File: src/rtl/mac_accumulator.sv
// Accumulates groups of N unsigned products into an ACC_W-bit sum with a sticky
// per-group carry flag; results leave on a valid/ready port held under backpressure.
module mac_accumulator #(
    parameter int IN_W  = 8,
    parameter int ACC_W = 10,
    parameter int N     = 4,
    parameter int CNT_W = 2
) (
    input  logic             clk,
    input  logic             rst,
    input  logic             in_valid,
    output logic             in_ready,
    input  logic [IN_W-1:0]  in_data,
    output logic             out_valid,
    input  logic             out_ready,
    output logic [ACC_W-1:0] out_data,
    output logic             out_ovf
);

    typedef enum logic {ACCUM, HOLD} state_t;

    state_t           state;
    state_t           state_next;
    logic [ACC_W-1:0] acc;
    logic [CNT_W-1:0] cnt;
    logic             ovf_acc;
    logic [ACC_W:0]   sum;
    logic             in_fire;
    logic             out_fire;
    logic             last;

    // While a result is pending, a new product is only taken if the result leaves
    // in the same cycle, which keeps the pipeline bubble-free at group boundaries.
    assign out_valid = (state == HOLD);
    assign in_ready  = (state == ACCUM) || out_ready;
    assign in_fire   = in_valid && in_ready;
    assign out_fire  = out_valid && out_ready;
    assign sum       = {1'b0, acc} + (ACC_W+1)'(in_data);
    assign last      = (cnt == CNT_W'(N - 1));

    always_ff @(posedge clk) begin
        if (rst) begin
            state <= ACCUM;
        end else begin
            state <= state_next;
        end
    end

    always_comb begin
        state_next = state;
        case (state)
            ACCUM: begin
                if (in_fire && last) begin
                    state_next = HOLD;
                end
            end
            HOLD: begin
                if (out_fire) begin
                    state_next = (in_fire && last) ? HOLD : ACCUM;
                end
            end
            default: state_next = ACCUM;
        endcase
    end

    // acc and cnt are always zero in HOLD, so an accepted product is handled the
    // same way in both states.
    always_ff @(posedge clk) begin
        if (rst) begin
            acc      <= '0;
            cnt      <= '0;
            ovf_acc  <= 1'b0;
            out_data <= '0;
            out_ovf  <= 1'b0;
        end else if (in_fire) begin
            if (last) begin
                out_data <= sum[ACC_W-1:0];
                out_ovf  <= ovf_acc | sum[ACC_W];
                acc      <= '0;
                cnt      <= '0;
                ovf_acc  <= 1'b0;
            end else begin
                acc      <= sum[ACC_W-1:0];
                ovf_acc  <= ovf_acc | sum[ACC_W];
                cnt      <= cnt + CNT_W'(1);
            end
        end
    end

endmodule

File: config.mk
export PLATFORM = sky130hd
export DESIGN_NAME = mac_accumulator
export DESIGN_NICKNAME = d
export VERILOG_FILES = /design/src/rtl/mac_accumulator.sv
export SDC_FILE = /design/constraint.sdc
export NUM_CORES = 1
export LEC_CHECK = 0
export BUFFER_PORTS_ARGS = -buffer_cell sky130_fd_sc_hd__clkbuf_2
export CAP_MARGIN = 10
export CORE_MARGIN = 3
export CORE_UTILIZATION = 45
export DETAILED_ROUTE_END_ITERATION = 8
export PLACE_DENSITY_LB_ADDON = 0.1
export SETUP_SLACK_MARGIN = 0.3
export SYNTH_ARGS = -nofsm -noshare
export SYNTH_HDL_FRONTEND = slang
export SYNTH_SLANG_ARGS = --single-unit
File: constraint.sdc
create_clock -name clk -period 6.46 [get_ports clk]
set_input_delay 0 -clock clk [delete_from_list [all_inputs] [get_ports clk]]
set_output_delay 0 -clock clk [all_outputs]
set_load 0.03 [all_outputs]
==> metrics.txt <==
outcome=finished clean; fin nets=around 190; WL/cell=14.9 um; top-level port count=25; worst setup path end=acc[8]; core box area=0.00261 mm2; IR Drop Worst-Case VDD=0.114 mV; clock sink count=25; P&R area growth vs syn=12.3%; Worst-Margin Slew=between 0.6 and 0.7 ns; RR Startpoint=acc[0]; DRT iter0 DRCs=26; Lkg Pwr=0.619 nW; WL final=2910 um; fin crit share=34.4%; M1 WL=approximately 1400 um; Syn Inst Count=145; fill cell count=roughly 260; Top Metal Used=met4; Post-synth EDFFs=0; Yosys reg bits=25; maximum buffer depth of the clock tree=2; Yosys top cell area share=38.1%; CTS hold repair buffers=1; first-pass GRT wire length=5020 um; FFs w/ async S/R, synth=0%; largest net degree at the start of global routing=21; port bufs=24; Met2 Routed Length=1370 um; syn nets=167; slew margin rel.=56.3%; top post-synthesis cells by area=dfxtp_1 38%, ha_1 8.6%, nand2_1 4.9%; reg-to-reg endpoint=acc[8]; Post-DRT Antenna Nets=0; final instance area=0.00147 mm2; Synth top cells by count=25 x dfxtp_1, 17 x nand2_1, 12 x o21ai_1, 9 x ha_1, 8 x nand3b_1; instance area at placement=approximately 0.0014 mm2; die height=60.0 um; TritonCTS clock tree=yes; grt ovf=0; Max Slew Vio Count=0; PwrDens=around 230 mW/mm2; Ys Warns=0; Worst Setup SP=acc[0]; critical path class=flip-flop to flip-flop; area leader, netlist=dfxtp_1; Netlist cell types=37; post-CTS setup buffer count=0; crit path capture type=flip-flop; critical path arrival=around 2.5 ns; R2R cell count=8; cts bufs inserted=3; Die Footprint=0.00360 mm2; die width=60.0 um; first-pass iteration count of the detailed router=4; total negative slack=0 ns; ys flop type=dfxtp_1; detailed-placement wirelength estimate=2210 um; Post-Syn Area=around 0.0013 mm2; clk_lat worst skew=0.32 ns; syn_area_per_cell=9.05 um2; Clock transition at path regs=approximately 0.15 ns; share of cells above drive strength 1=a little over a fifth; GRT Util Overall=18.5%; R2R setup slack=4.24 ns; worst min-delay path category=input port to flip-flop; Period minus WS final=2.22 ns; most frequent cell after synthesis=dfxtp_1; Worst Setup Start Kind=flip-flop; Max-Cap Viols=0; # rows=18; CTS root buffer=clkbuf_4; Layout Skew=around 0.009 ns; Hold Fails Final Rpt=0; Post-CTS Resized=0; RSZ-0062 raised after global routing=false; Diodes inserted=0; GPL Wtd Cong=0.796; Final setup viols=0; DRC Markers=0; DR vias/cell=5.89; Peak Freq=450 MHz; Worst EP required=6.72 ns; initial antenna violation count=0; Max H-tree Level=1; number of global-route vias before repair=1097; Seq/Total Area, Yosys=around two fifths; met3 WL=165 um; Initial Util=50.2%; CP Max Fanout=4; vias=1154
-- per-stage QoR --
step           worst slack, ns  hold WS, ns  instances  utilization, %  power (mW)
2_1_floorplan             4.43        0.262        145               -       0.246
5_1_grt                   4.07       0.0823        196            56.4       0.358
4_1_cts                   4.24       0.0619        196            56.4       0.339
3_3_place_gp              4.36        0.335        191            55.0       0.264
6_report                  4.24       0.0651        196            56.4       0.339
3_5_place_dp              4.25        0.359        191            55.0       0.268
-- worst max-delay path, cell delays in order, from the launching register on --
cell	delay, ns
dfxtp_1	0.36
ha_1	0.19
inv_1	0.07
fa_1	0.40
nand2b_1	0.20
a21oi_4	0.19
a41oi_2	0.19
or4_1	0.43
a31oi_1	0.16
-- per-layer routing --
metal,vias up,GRT usage (%)
met5,-,0
met4,0,4.75
met2,42,31.0
li1,563,-
met1,547,24.4
met3,2,3.46
-- where the power goes --
part           internal, mW  switching, mW
clock                0.0232         0.0488
combinational        0.0405         0.0546
sequential            0.164        0.00746
-- kinds of logic after synthesis --
family / synth area share [%]
and+or+nand+nor: 20.2
adders and majority gates: 10.1
DFF: 38.1
buffers and inverters: 3.43
AOI/OAI and AO/OA: 22.1
xor gates and xnor gates: 6.01
-- placed cells by master (no fill, tap or decap), types with 2 or more instances in the layout --
cell / n
xor2_1: 5
or4_1: 2
a21oi_1: 7
clkbuf_4: 3
nand2b_1: 2
dfxtp_1: 25
nor2_1: 6
nand3b_1: 8
xnor2_1: 4
a31oi_1: 2
o211ai_1: 3
o21ai_1: 12
a21o_1: 4
nor3_1: 4
nand3_1: 2
a22o_1: 2
inv_1: 3
nand2_1: 17
or4b_1: 2
and2_1: 2
clkbuf_2: 24
a22oi_1: 2
ha_1: 9
-- area by class of cell --
type | instances | area, um2 | share of cell area [%]
Inverter | 3 | 11.3 | 0.764
Clock inverter | 1 | 5.00 | 0.340
Sequential cell | 25 | 500 | 34.0
Clock buffer | 3 | 22.5 | 1.53
Tap cell | 30 | 37.5 | 2.55
Timing Repair Buffer | 25 | 130 | 8.83
Multi-Input combinational cell | 109 | 767 | 52.0
-- state kept, by name, indices dropped and copies added, names as in the netlist --
signal     count
acc           10
out_data      10
cnt            2
out_ovf        1
out_valid      1
ovf_acc        1
-- how the worst min path moves through the flow --
stage	start	endpoint	slack, ns	depth (start not counted)
floorplan	in_valid	acc[9]	0.26	3
global placement	out_ready	out_valid	0.34	3
detailed placement	out_ready	out_valid	0.36	3
CTS	in_data[0]	out_data[0]	0.06	3
global route	in_data[0]	out_data[0]	0.08	3
finish	in_data[0]	out_data[0]	0.07	3
Power figures use the tool's default switching activity.
